**config.mk**
```make
export PLATFORM = sky130hd
export DESIGN_NAME = prog_loader_flat
export DESIGN_NICKNAME = d
export VERILOG_FILES = /design/src/rtl/prog_loader_if.sv /design/src/rtl/prog_loader.sv /design/src/flat_wrapper.sv
export SDC_FILE = /design/constraint.sdc
export NUM_CORES = 1
export LEC_CHECK = 0
export BUFFER_PORTS_ARGS = -buffer_cell sky130_fd_sc_hd__buf_4
export CAP_MARGIN = 20
export CORE_AREA = 2 2 74 76
export CTS_CLUSTER_SIZE = 20
export DETAILED_ROUTE_END_ITERATION = 8
export DIE_AREA = 0 0 76 78
export PLACE_DENSITY = 0.77
export SYNTH_ARGS = -nofsm -noshare
export SYNTH_HDL_FRONTEND = slang
export SYNTH_SLANG_ARGS = --single-unit
```
**constraint.sdc**
```tcl
create_clock -name clk -period 1.9 [get_ports clk]
set_input_delay 0.095 -clock clk [delete_from_list [all_inputs] [get_ports clk]]
set_output_delay 0.095 -clock clk [all_outputs]
set_load 0.005 [all_outputs]
```
**src/rtl/prog_loader_if.sv**
```systemverilog
// Board-side bus of the program loader: switch/key inputs plus the
// program-memory write port and status outputs.
interface prog_loader_if;
  logic [7:0]  SW;
  logic        key_load;
  logic        key_enter;
  logic        prog_we;
  logic [7:0]  prog_addr;
  logic [15:0] prog_data;
  logic        cpu_hold;
  logic [7:0]  word_count;
  logic        full;
  logic        done;
  logic [2:0]  state_dbg;

  modport master (
    input  SW, key_load, key_enter,
    output prog_we, prog_addr, prog_data, cpu_hold, word_count, full, done, state_dbg
  );

  modport slave (
    output SW, key_load, key_enter,
    input  prog_we, prog_addr, prog_data, cpu_hold, word_count, full, done, state_dbg
  );
endinterface

```
**src/rtl/prog_loader.sv**
```systemverilog
// Loads 16-bit program words from switches into program memory, two bytes
// per word entered with pushbuttons, holding the CPU in reset meanwhile.
module prog_loader #(
  parameter logic [7:0] LAST_ADDR = 8'd255
) (
  input  logic          clk,
  input  logic          rst,
  prog_loader_if.master bus
);

  typedef enum logic [2:0] {
    IDLE  = 3'd0,
    HI    = 3'd1,
    LO    = 3'd2,
    WRITE = 3'd3,
    DONE  = 3'd4
  } state_e;

  logic [1:0]  load_sync_q, enter_sync_q;
  logic        load_prev_q, enter_prev_q;
  logic        load_p_q, enter_p_q;

  state_e      state_q;
  logic [7:0]  hi_byte_q;
  logic        prog_we_q;
  logic [7:0]  prog_addr_q;
  logic [15:0] prog_data_q;
  logic        cpu_hold_q;
  logic [7:0]  word_count_q;
  logic        full_q;
  logic        done_q;

  // Keys are active-low: reset to 1 so a released key never looks like a press.
  always_ff @(posedge clk or posedge rst) begin
    if (rst) begin
      load_sync_q  <= 2'b11;
      enter_sync_q <= 2'b11;
      load_prev_q  <= 1'b1;
      enter_prev_q <= 1'b1;
      load_p_q     <= 1'b0;
      enter_p_q    <= 1'b0;
    end else begin
      load_sync_q  <= {load_sync_q[0], bus.key_load};
      enter_sync_q <= {enter_sync_q[0], bus.key_enter};
      load_prev_q  <= load_sync_q[1];
      enter_prev_q <= enter_sync_q[1];
      load_p_q     <= load_prev_q & ~load_sync_q[1];
      enter_p_q    <= enter_prev_q & ~enter_sync_q[1];
    end
  end

  always_ff @(posedge clk or posedge rst) begin
    if (rst) begin
      state_q      <= IDLE;
      hi_byte_q    <= 8'd0;
      prog_we_q    <= 1'b0;
      prog_addr_q  <= 8'd0;
      prog_data_q  <= 16'd0;
      cpu_hold_q   <= 1'b0;
      word_count_q <= 8'd0;
      full_q       <= 1'b0;
      done_q       <= 1'b0;
    end else begin
      prog_we_q <= 1'b0;
      done_q    <= 1'b0;
      case (state_q)
        IDLE: begin
          if (load_p_q) begin
            prog_addr_q  <= 8'd0;
            word_count_q <= 8'd0;
            full_q       <= 1'b0;
            cpu_hold_q   <= 1'b1;
            state_q      <= HI;
          end
        end
        HI: begin
          if (load_p_q) begin
            cpu_hold_q <= 1'b0;
            done_q     <= 1'b1;
            state_q    <= DONE;
          end else if (enter_p_q) begin
            hi_byte_q <= bus.SW;
            state_q   <= LO;
          end
        end
        LO: begin
          // A load here abandons the half-entered word.
          if (load_p_q) begin
            cpu_hold_q <= 1'b0;
            done_q     <= 1'b1;
            state_q    <= DONE;
          end else if (enter_p_q) begin
            prog_data_q <= {hi_byte_q, bus.SW};
            prog_we_q   <= 1'b1;
            state_q     <= WRITE;
          end
        end
        WRITE: begin
          if (word_count_q != 8'hFF) word_count_q <= word_count_q + 8'd1;
          if (prog_addr_q == LAST_ADDR) begin
            full_q     <= 1'b1;
            cpu_hold_q <= 1'b0;
            done_q     <= 1'b1;
            state_q    <= DONE;
          end else begin
            prog_addr_q <= prog_addr_q + 8'd1;
            state_q     <= HI;
          end
        end
        DONE: begin
          state_q <= IDLE;
        end
        default: begin
          cpu_hold_q <= 1'b0;
          state_q    <= IDLE;
        end
      endcase
    end
  end

  assign bus.prog_we    = prog_we_q;
  assign bus.prog_addr  = prog_addr_q;
  assign bus.prog_data  = prog_data_q;
  assign bus.cpu_hold   = cpu_hold_q;
  assign bus.word_count = word_count_q;
  assign bus.full       = full_q;
  assign bus.done       = done_q;
  assign bus.state_dbg  = state_q;

endmodule

```
**src/flat_wrapper.sv**
```systemverilog
// flat-port wrapper written by rule: the top's interface ports become plain ports
module prog_loader_flat 
#(
  parameter logic [7:0] LAST_ADDR = 8'd255
)
  (clk, rst, bus_SW, bus_key_load, bus_key_enter, bus_prog_we, bus_prog_addr, bus_prog_data, bus_cpu_hold, bus_word_count, bus_full, bus_done, bus_state_dbg);
  prog_loader_if bus_i ();
  input  logic clk;
  input  logic rst;
  input wire logic [$bits(bus_i.SW)-1:0] bus_SW;
  input wire logic [$bits(bus_i.key_load)-1:0] bus_key_load;
  input wire logic [$bits(bus_i.key_enter)-1:0] bus_key_enter;
  output wire logic [$bits(bus_i.prog_we)-1:0] bus_prog_we;
  output wire logic [$bits(bus_i.prog_addr)-1:0] bus_prog_addr;
  output wire logic [$bits(bus_i.prog_data)-1:0] bus_prog_data;
  output wire logic [$bits(bus_i.cpu_hold)-1:0] bus_cpu_hold;
  output wire logic [$bits(bus_i.word_count)-1:0] bus_word_count;
  output wire logic [$bits(bus_i.full)-1:0] bus_full;
  output wire logic [$bits(bus_i.done)-1:0] bus_done;
  output wire logic [$bits(bus_i.state_dbg)-1:0] bus_state_dbg;
  assign bus_i.SW = bus_SW;
  assign bus_i.key_load = bus_key_load;
  assign bus_i.key_enter = bus_key_enter;
  assign bus_prog_we = bus_i.prog_we;
  assign bus_prog_addr = bus_i.prog_addr;
  assign bus_prog_data = bus_i.prog_data;
  assign bus_cpu_hold = bus_i.cpu_hold;
  assign bus_word_count = bus_i.word_count;
  assign bus_full = bus_i.full;
  assign bus_done = bus_i.done;
  assign bus_state_dbg = bus_i.state_dbg;
  prog_loader #(.LAST_ADDR(LAST_ADDR)) u_core (.clk(clk), .rst(rst), .bus(bus_i));
endmodule
```
==> run_results.csv, run 1 <==
group,metric,value,unit
outcome,status,"finished clean",
grt,grt_util_met1,0.200,
grt,use_met3,0.0477,
routing,wl_per_cell,14.2,um
grt,grt_max_degree,33,
synth,synth_compound_area_frac,0.0916,
synth,synthCells,184,
synth,synth-simple-area-share,0.129,
cells_and_area,drive_gt1_frac,0.409,
clock_tree,path_clk_slew,0.10,ns
setup_path,reg2reg_to,"u_core.bus.prog_addr[5]",
sta,tns,0,ns
setup_path,criticalPathCategory,"reg2reg",
synth,synth_top_area_cell,"dfrtp_1",
routing,drtIter0Drc,31,
sta,worst_slew_pin_slew,0.520,ns
routing,drt_wl_total,4500,um
floorplan,die_width,76,um
grt,grt_pass1_vias,1622,
grt,grt.busiest_layer,"met2",
sta,fin_crit,1.74,ns
floorplan,die_h,78,um
job,cap_violations,0,
clock_tree,clkLatencyLatePin,0.30,ns
clock_tree,cts_buffers,5,
grt,grt_use_total,0.157,
synth,synth_fa_ha_area_frac,0.0153,
sta,setup_viol,0,
synth,yosys.area_share.xor_xnor,0.0114,
setup_path,end_kind,"flip-flop",
synth,syn_area_per_cell,12.5,um2
sta,rsz0062_at_grt,"false",
routing,vias,1668,
setup_path,worstPathMaxFanout,7,
sta,fin_crit_sh,0.915,
synth,synthTopCellsByArea,"dfrtp_1 (53%), mux2_2 (12%), dfstp_2 (6.9%)",
setup_path,regToRegStartpoint,"u_core.bus.prog_addr[0]",
synth,yosysUniqueCellTypes,40,
hold_path,min-delay-start,"bus_SW[0]",
power_and_ir_drop,cellLeakagePower,1.39,nW
sta,fmax,0.575,GHz
floorplan,start_util,0.455,
synth,yosysSeqAreaShare,0.603,
cells_and_area,diodes,0,
routing,drc_errors,0,
cells_and_area,multi_input_area,860,um2
placement,globalplace.congestion,0.821,
power_and_ir_drop,cellPowerDensity,1140,nW/um2
routing,drtPass1Iterations,4,
sta,clock-skew-final,0.00557,ns
hold_path,hold_path.class,"in2reg",
cells_and_area,fin_util,0.581,
power_and_ir_drop,ir_worst_vdd,0.796,mV
routing,final_antenna_net_count,0,
floorplan,core,5040,um2
setup_path,critPathArrivalTime,1.93,ns
grt,gr-total-overflow,0,
setup_path,cp-start-kind,"flip-flop",
cells_and_area,final_cell_area,2930,um2
grt,antenna_found_initial,0,
grt,grt_pass1_wl,7490,um
synth,synth_top_family_by_area,"simple AND/OR/NAND/NOR gates",
synth,muxShareOfSynthArea,0.126,
floorplan,pin_count,51,
cells_and_area,register_area,1380,um2
clock_tree,clk_root_buffer_cell,"clkbuf_8",
clock_tree,cts_setup_buffers,0,
synth,ys_warn_count,0,
cells_and_area,area_delta_synth_final,27.6,%
sta,slew_violations,0,
clock_tree,cts_max_level,2,
synth,synth_nets,198,
clock_tree,cts.path.max_buffers,2,
cells_and_area,final.fill_count,423,
hold_path,holdPathStages,2,
placement,preCtsSetupSlack,0.119,ns
sta,final-hold-violation-count,0,
sta,fin_ws,0.161,ns
grt,use_met2,0.261,
clock_tree,tritoncts,"done",
setup_path,required,2.09,ns
clock_tree,cts_sinks,55,
floorplan,num_rows,26,
synth,ys_ff_latch,55,
synth,synth_top_area_share,0.534,
hold_path,min_to,"u_core.bus.prog_data[0]",
placement,port_buffers,50,
setup_path,rr_worst_depth,5,
power_and_ir_drop,p_total,0.00333,W
routing,vias_per_cell,5.26,
setup_path,r2r_slack,0.16,ns
synth,synth_area,2300,um2
placement,dpl.hpwl,3260,um
sta,slew_headroom,0.653,
cells_and_area,num-nets-final,260,
placement,dpl_cell_area,2790,um2
floorplan,dieArea,5930,um2
## cell usage after synthesis
cell and number:
mux2i_1 2, a41o_1 1, nor2b_1 2, o21ai_0 10, nand4_1 2, buf_2 1, ha_1 2, or3_1 1
nand3_2 1, a31o_2 1, nand3b_1 1, buf_6 2, nand3_1 11, maj3_1 1, nor4_1 2, xor2_1 1
mux2_2 24, a22o_1 3, o31ai_1 1, nand2_1 11, and2_1 1, a21oi_1 10, nor2_1 8, clkbuf_2 1
nor3_1 7, a31oi_1 2, o22a_1 1, inv_1 5, or4_1 1, and4_1 3, dfstp_2 6, a21o_2 1
nand2b_1 1, and3_1 1, o21ba_2 1, nand3b_4 1, xnor2_1 2, a211o_1 2, dfrtp_1 49, clkbuf_1 1
## through the flow
step / cells / hold slack [ns]
5_1_grt: 317 / 0.0101
2_1_floorplan: 184 / 0.0995
4_1_cts: 317 / 0.0235
3_5_place_dp: 306 / 0.170
6_report: 317 / 0.0289
3_3_place_gp: 306 / 0.165
## state kept, by name, indices dropped and copies added, names as in the netlist, 2 cells and up
signal and cells:
u_core.bus.prog_data 16, u_core.hi_byte_q 8, u_core.bus.state_dbg 3, u_core.bus.word_count 8, u_core.load_sync_q 2, u_core.bus.prog_addr 8
u_core.enter_sync_q 2
## worst max-delay path by stage
stage                            startpoint                 endpoint  slack, ns
floorplan           u_core.bus.prog_addr[0]  u_core.bus.prog_addr[5]       0.25
global placement    u_core.bus.prog_addr[0]  u_core.bus.prog_addr[3]       0.17
detailed placement  u_core.bus.prog_addr[1]  u_core.bus.prog_addr[4]       0.12
CTS                 u_core.bus.prog_addr[1]  u_core.bus.prog_addr[4]       0.09
global route        u_core.bus.prog_addr[0]  u_core.bus.prog_addr[5]       0.06
finish              u_core.bus.prog_addr[0]  u_core.bus.prog_addr[5]       0.16
## worst max-delay path: stages, from the launching register on
cell	delay (ns)
dfrtp_1	0.47
ha_1	0.28
and4_1	0.21
a21oi_1	0.23
nor2_2	0.12
a211o_1	0.32
## final cells by class
cell class,count,share of cell area
sequential,55,0.472
tap,70,0.0299
inverter,5,0.00640
clock buffer,6,0.0248
clock inverter,2,0.0128
multi-input combinational,119,0.293
timing repair buffer,60,0.161
## timing repair
action / 4_1_cts / 5_1_grt
gates resized for setup: 0 / 1
hold endpoints to repair: 19 / 0
endpoints found under the setup margin: 0 / 7
hold buffers: 3 / 0
## per-layer routing
layer | vias to the layer above | share of wire
met1 | 815 | 0.44
met3 | 4 | 0.063
met5 | - | 0
met2 | 54 | 0.49
met4 | 0 | 0.0060
li1 | 795 | -
## power by group
| group | internal [W] | total [W] | switching (W) |
|---|---|---|---|
| clock | 0.000394 | 0.000764 | 0.000370 |
| sequential | 0.00148 | 0.00169 | 0.000214 |
| combinational | 0.000537 | 0.000876 | 0.000339 |
## logic make-up after synthesis
logic type                 count (synthesis)
and+or+nand+nor                           54
AOI/OAI and AO/OA                         33
buffers and inverters                     10
adders and majority gates                  3
DFF                                       55
muxes                                     26
xor gates and xnor gates                   3
## layout by cell type, fill, tap and decap left out, types with 2 or more instances in the layout
master,netlist,layout
a211o_1,2,2
a21oi_1,10,10
a22o_1,3,3
a31oi_1,2,2
and4_1,3,3
buf_4,0,56
clkbuf_8,0,5
dfrtp_1,49,49
dfstp_2,6,6
dlygate4sd3_1,0,3
ha_1,2,2
inv_1,5,4
mux2_2,24,24
mux2i_1,2,2
nand2_1,11,11
nand3_1,11,11
nand4_1,2,2
nor2_1,8,7
nor2b_1,2,2
nor3_1,7,7
nor4_1,2,2
o21ai_0,10,10
xnor2_1,2,2
Power figures use the tool's default switching activity.
==> run 2, diff against run 1 <==
ABC_AREA = 1   (was not set)
CORE_AREA = 3 3 78 80   (was 2 2 74 76)
DIE_AREA = 0 0 81 83   (was 0 0 76 78)
PLACE_DENSITY = 0.76   (was 0.77)
==> run 2 against run 1 <==
Combinational power up 22%. Sequential share of layout area shrank 1.9 points. Clock power is 13% lower. Core utilization fell by 2.4 points. Design area is 4.1% higher. Sequential power decreased by 4%. Worst hold slack improved by 0.012 ns. Die area grew 13%. Wire length grew 4.8%. Clock skew grew 0.0051 ns.
==> run_results.csv, run 2 <==
group,metric,value,unit
synth,ys_warn_count,0,
cells_and_area,drive_gt1_frac,0.275,
floorplan,pin_count,51,
setup_path,crit_top_cell,"nand2_1",
cells_and_area,final.fill_count,494,
synth,ys.flop_type,"dfrtp_1",
cells_and_area,multi_input_area,951,um2
synth,synth_common_cells,"nand2_1 (89), dfrtp_1 (49), inv_1 (23)",
placement,globalplace.congestion,0.867,
floorplan,num_rows,27,
sta,rsz0062_at_grt,"false",
sta,slew_violations,0,
synth,synth_top_area_share,0.496,
routing,drtPass1Iterations,4,
grt,grt_max_degree,32,
cells_and_area,register_area,1380,um2
sta,slew_headroom,0.602,
synth,synthCells,275,
clock_tree,cts_sinks,55,
synth,yosysUniqueCellTypes,30,
floorplan,die_h,83,um
synth,async_flop_share,1.00,
routing,vias_per_cell,4.81,
synth,synth_most_common_cell,"nand2_1",
setup_path,worstPathMaxFanout,6,
synth,ys_ff_latch,55,
cells_and_area,largest_register_ffs,16,
clock_tree,cts.path.max_buffers,2,
setup_path,criticalPathCategory,"reg2reg",
routing,drc_errors,0,
setup_path,critPathArrivalTime,1.78,ns
clock_tree,cts_max_level,2,
synth,yosysSeqAreaShare,0.559,
setup_path,required,2.10,ns
grt,gr-total-overflow,0,
floorplan,die_width,81,um
cells_and_area,diodes,0,
setup_path,crit_family,"simple AND/OR/NAND/NOR gates",
floorplan,start_util,0.452,
synth,synth_top_family_by_area,"simple AND/OR/NAND/NOR gates",
cells_and_area,layout_common_cells,"nand2_1 (89), buf_4 (52), dfrtp_1 (49)",
synth,synth-simple-area-share,0.286,
synth,synth_area,2470,um2
routing,vias,1951,
setup_path,cp_slowest_cell,"dfrtp_1",
setup_path,end_kind,"flip-flop",
clock_tree,clk_root_buffer_cell,"clkbuf_8",
sta,final-hold-violation-count,0,
synth,synth-edff-count,0,
placement,dpl.hpwl,3510,um
setup_path,cp_num_buf_inv,1,
floorplan,core,5470,um2
setup_path,cp-start-kind,"flip-flop",
routing,drt_wl_total,4720,um
sta,setup_viol,0,
power_and_ir_drop,cellPowerDensity,1110,nW/um2
routing,wl_per_cell,11.6,um
routing,drtIter0Drc,46,
clock_tree,tritoncts,"done",
synth,yosys.area_share.xor_xnor,0.0106,
sta,fin_crit,1.58,ns
routing,final_antenna_net_count,0,
floorplan,dieArea,6720,um2
power_and_ir_drop,p_total,0.00337,W
sta,fmax,0.634,GHz
job,cap_violations,0,
cells_and_area,area_delta_synth_final,23.4,%
hold_path,hold_path.class,"in2reg",
synth,synth_top_area_cell,"dfrtp_1",
cells_and_area,finalNonFillerCells,406,
clock_tree,path_clk_slew,0.11,ns
power_and_ir_drop,cellLeakagePower,1.59,nW
placement,port_buffers,50,
outcome,status,"finished clean",
clock_tree,cts_buffers,5,
grt,antenna_found_initial,0,
cells_and_area,final_common_cell,"nand2_1",
grt,grt_use_total,0.153,
sta,clock-skew-final,0.0106,ns
synth,syn_area_per_cell,8.99,um2
synth,synth_compound_area_frac,0.0779,
sta,worst_slew_pin_slew,0.596,ns
setup_path,slowest_delay,0.41,ns
grt,grt_pass1_vias,1880,
sta,tns,0,ns
clock_tree,cts_resized,0,
synth,muxShareOfSynthArea,0,
placement,place_inst,395,
clock_tree,clkLatencyLatePin,0.31,ns
cells_and_area,fin_util,0.558,
setup_path,path_cells,"ha_1 -> nand2_1 -> nor2_4 -> nand2_1 -> nand2_1 -> inv_1 -> o21ai_0 -> nand2_1",
sta,fin_crit_sh,0.831,
cells_and_area,num-nets-final,347,
synth,synthTopCellsByArea,"dfrtp_1 (50%), nand2_1 (14%), dfstp_2 (6.4%)",
power_and_ir_drop,ir_worst_vdd,0.650,mV
synth,synth_fa_ha_area_frac,0.0101,
grt,grt_pass1_wl,8300,um
synth,synth_nets,289,
==> run 2: changes by cell type after synthesis, sizes merged, moves of 3 or more <==
cell / previous run / this run
or2: 0 / 3
nor2: 8 / 25
nand3: 12 / 21
mux2: 24 / 0
inv: 5 / 29
nor3: 7 / 2
a21oi: 10 / 3
a22o: 3 / 0
o21ai: 10 / 31
nand2: 11 / 91
and4: 3 / 0
==> run 2: power breakdown <==
part           leakage [nW]  internal (W)  switching [W]
Sequential            0.688       0.00145       0.000184
Clock                0.0491      0.000272       0.000396
Combinational         0.851      0.000494       0.000581
==> run 2: logic make-up (layout without fill, tap and decap cells) <==
logic type | after synthesis | in the layout
fa+ha+maj | 2 | 2
xor+xnor | 3 | 3
flops | 55 | 55
buf+inv | 33 | 92
compound gates | 36 | 36
simple gates | 146 | 146
==> run 2: path summary, 6_finish.rpt <==
| path | from | end | slack, ns | cells past startpoint |
|---|---|---|---|---|
| worst max-delay path | u_core.bus.prog_addr[0] | u_core.bus.full | 0.32 | 8 |
| worst min-delay path | bus_SW[3] | u_core.hi_byte_q[3] | 0.04 | 3 |
| worst max register to register | u_core.bus.prog_addr[0] | u_core.bus.full | 0.32 | 8 |
| worst min register to register | u_core.load_sync_q[0] | u_core.load_sync_q[1] | 0.36 | 0 |
| max in group asynchronous | rst | u_core.bus.prog_addr[7] | 0.82 | 4 |
| min in group asynchronous | rst | u_core.bus.prog_data[8] | 0.40 | 3 |
==> run 2: stage by stage <==
stage | setup slack, ns | hold slack [ns] | area (um2)
after floorplan | 0.472 | 0.0995 | 2470
final | 0.322 | 0.0412 | 3050
after CTS | 0.307 | 0.0325 | 3050
after detailed placement | 0.322 | 0.204 | 2930
after global placement | 0.413 | 0.203 | 2930
after global routing | 0.144 | 0.0431 | 3050
==> run 2: layer usage <==
layer | part of all wire | vias up | GRT usage
met2 | 0.48 | 50 | 0.257
met5 | 0 | - | 0
met3 | 0.064 | 5 | 0.0434
met4 | 0.0072 | 0 | 0.0430
met1 | 0.45 | 904 | 0.190
li1 | - | 992 | -
==> run 2: worst register-to-register path, delay by kind of cell (launching register included) <==
kind,cells,cell delay (ns)
flops,1,0.41
simple gates,5,0.60
buf+inv,1,0.10
fa+ha+maj,1,0.18
compound gates,1,0.18
==> run 2: area by class of cell <==
class | count | share of cell area
Sequential cell | 55 | 0.453
Multi-Input combinational cell | 187 | 0.312
Timing Repair Buffer | 55 | 0.138
Inverter | 29 | 0.0365
Tap cell | 72 | 0.0295
Clock buffer | 5 | 0.0226
Clock inverter | 3 | 0.00861
==> run 2: timing repair <==
item | 4_1_cts | 5_1_grt
setup buffers | 0 | 0
hold buffers | 3 | 0
hold endpoints to repair | 25 | 0
==> run 3, diff against run 2 <==
ABC_AREA = 0   (was 1)
CORE_AREA = 3 3 75 77   (was 3 3 78 80)
DIE_AREA = 0 0 78 80   (was 0 0 81 83)
PLACE_DENSITY = 0.8   (was 0.76)
clock period = 1.3 ns   (was 1.9 ns; I/O delays follow)
==> run 3 against run 2 <==
The run now ends with negative setup slack left. Sequential cell count stayed put. Clock-buffer cell count is 2 higher. Clock skew is 0.0042 ns lower. Core utilization is 13 points higher. Worst hold slack worse by 0.027 ns. First-iteration DRC count is 39% higher.
==> run_results.csv, run 3 (synthesized netlist as in run 1, its figures left out) <==
group,metric,value,unit
outcome,status,"finished, violations left",
outcome,violations,"negative setup slack",
cells_and_area,layout_common_cells,"buf_4 (95), dfrtp_1 (45), mux2_2 (24)",
power_and_ir_drop,swShare,0.284,
sta,fin_crit_sh,1.12,
clock_tree,clkLatencyLatePin,0.30,ns
routing,drc_errors,0,
cells_and_area,drive_gt1_frac,0.586,
sta,slew_headroom,0.813,
floorplan,pin_count,51,
floorplan,core,5070,um2
clock_tree,cts.path.max_buffers,2,
floorplan,die_width,78,um
setup_path,end_kind,"flip-flop",
job,cap_violations,0,
grt,gr-total-overflow,0,
floorplan,die_h,80,um
setup_path,critPathArrivalTime,1.69,ns
setup_path,required,1.53,ns
sta,fin_ws,-0.161,ns
routing,final_antenna_net_count,0,
power_and_ir_drop,combPwrFrac,0.341,
floorplan,start_util,0.452,
clock_tree,cts_sinks,55,
cells_and_area,num-nets-final,308,
routing,drtPass1Iterations,4,
sta,setup_viol,41,
sta,slew_violations,0,
floorplan,num_rows,26,
sta,worst_slew_pin_slew,0.278,ns
placement,place_inst,341,
setup_path,criticalPathCategory,"reg2reg",
power_and_ir_drop,cellLeakagePower,1.68,nW
power_and_ir_drop,p_int,0.00385,W
sta,final-hold-violation-count,0,
sta,fin_crit,1.46,ns
clock_tree,tritoncts,"done",
clock_tree,clk_root_buffer_cell,"clkbuf_8",
setup_path,rr_worst_depth,4,
setup_path,worstSetupStartpoint,"u_core.bus.state_dbg[2]",
cells_and_area,final_cell_area,3480,um2
floorplan,dieArea,6240,um2
sta,fmax,0.685,GHz
power_and_ir_drop,pwr-share-seq,0.454,
sta,clock-skew-final,0.00644,ns
setup_path,cp-start-kind,"flip-flop",
grt,grt_use_total,0.183,
routing,vias_per_cell,5.17,
clock_tree,cts_buffers,5,
cells_and_area,finalNonFillerCells,365,
cells_and_area,final_common_cell,"buf_4",
grt,antenna_found_initial,0,
grt,grt_max_degree,56,
hold_path,holdPathStages,2,
routing,wl_per_cell,15.3,um
setup_path,worstPathMaxFanout,3,
cells_and_area,area_delta_synth_final,51.4,%
clock_tree,path_clk_slew,0.09,ns
sta,rsz0062_at_grt,"true",
routing,vias,1888,
placement,globalplace.congestion,0.888,
power_and_ir_drop,ir_worst_vdd,1.16,mV
hold_path,hold_path.class,"in2reg",
hold_path,min-delay-start,"bus_SW[6]",
cells_and_area,diodes,0,
cells_and_area,largest_register_ffs,16,
power_and_ir_drop,switchingPower,0.00153,W
placement,preCtsSetupSlack,-0.209,ns
setup_path,regToRegStartpoint,"u_core.bus.state_dbg[2]",
placement,port_buffers,50,
grt,grt_pass1_wl,9090,um
power_and_ir_drop,cellPowerDensity,1550,nW/um2
placement,dpl.hpwl,3730,um
power_and_ir_drop,clkPwrFrac,0.204,
grt,grt_pass1_vias,1940,
routing,drt_wl_total,5590,um
placement,dpl_cell_area,3090,um2
clock_tree,cts_max_level,2,
routing,drtIter0Drc,64,
[run 3: routing by layer]
layer | vias up | track usage | wire length [um]
met2 | 62 | 0.341 | 3010
met1 | 931 | 0.214 | 2210
met4 | 0 | 0.0297 | 12
li1 | 893 | - | -
met5 | - | 0 | 0
met3 | 2 | 0.0497 | 358
[run 3: timing repair]
action / 4_1_cts / 5_1_grt
gates cloned: 0 / 1
hold buffers: 5 / 2
buffers inserted: 3 / 6
gates resized for setup: 15 / 26
setup endpoints to repair: 43 / 44
pin swaps: 4 / 16
endpoints found under the hold margin: 54 / 2
[run 3: area by class of cell]
class                           instances  area (um2)
Fill cell                             395        1600
Clock inverter                          1        30.0
Sequential cell                        55        1390
Multi-Input combinational cell        120        1010
Timing Repair Buffer                  107         857
Clock buffer                            7        76.3
Tap cell                               70        87.6
Inverter                                5        25.0
[run 3: worst paths after layout]
check,end,slack [ns]
worst max-delay path,u_core.bus.word_count[5],-0.16
worst min-delay path,u_core.hi_byte_q[6],0.01
worst max register to register,u_core.bus.word_count[5],-0.16
worst min register to register,u_core.enter_sync_q[1],0.36
max in group asynchronous,u_core.enter_prev_q,0.63
min in group asynchronous,u_core.enter_p_q,0.39
[run 3: power by group through the flow]
stage / sequential, W / clock [W] / combinational (W)
2_1_floorplan: 0.00245 / 0 / 0.000686
3_5_place_dp: 0.00247 / 0 / 0.00159
4_1_cts: 0.00243 / 0.00113 / 0.00170
3_3_place_gp: 0.00244 / 0 / 0.00153
5_1_grt: 0.00251 / 0.00119 / 0.00201
6_report: 0.00244 / 0.00110 / 0.00184
[run 3: stage by stage]
step / hold WS, ns / util / TNS [ns] / power (W)
detailed placement: 0.166 / 0.608 / -6.15 / 0.00406
floorplan: 0.0695 / - / -5.70 / 0.00313
global route: 0.00592 / 0.685 / -6.65 / 0.00571
CTS: 0.000325 / 0.656 / -4.98 / 0.00526
finish: 0.0142 / 0.685 / -4.42 / 0.00538
global placement: 0.160 / 0.608 / -3.94 / 0.00397
[run 3: worst max-delay path, stage by stage (launching register included)]
cell	delay, ns
dfrtp_2	0.44
nand3b_4	0.18
a41o_1	0.24
or4_1	0.42
a21oi_2	0.13
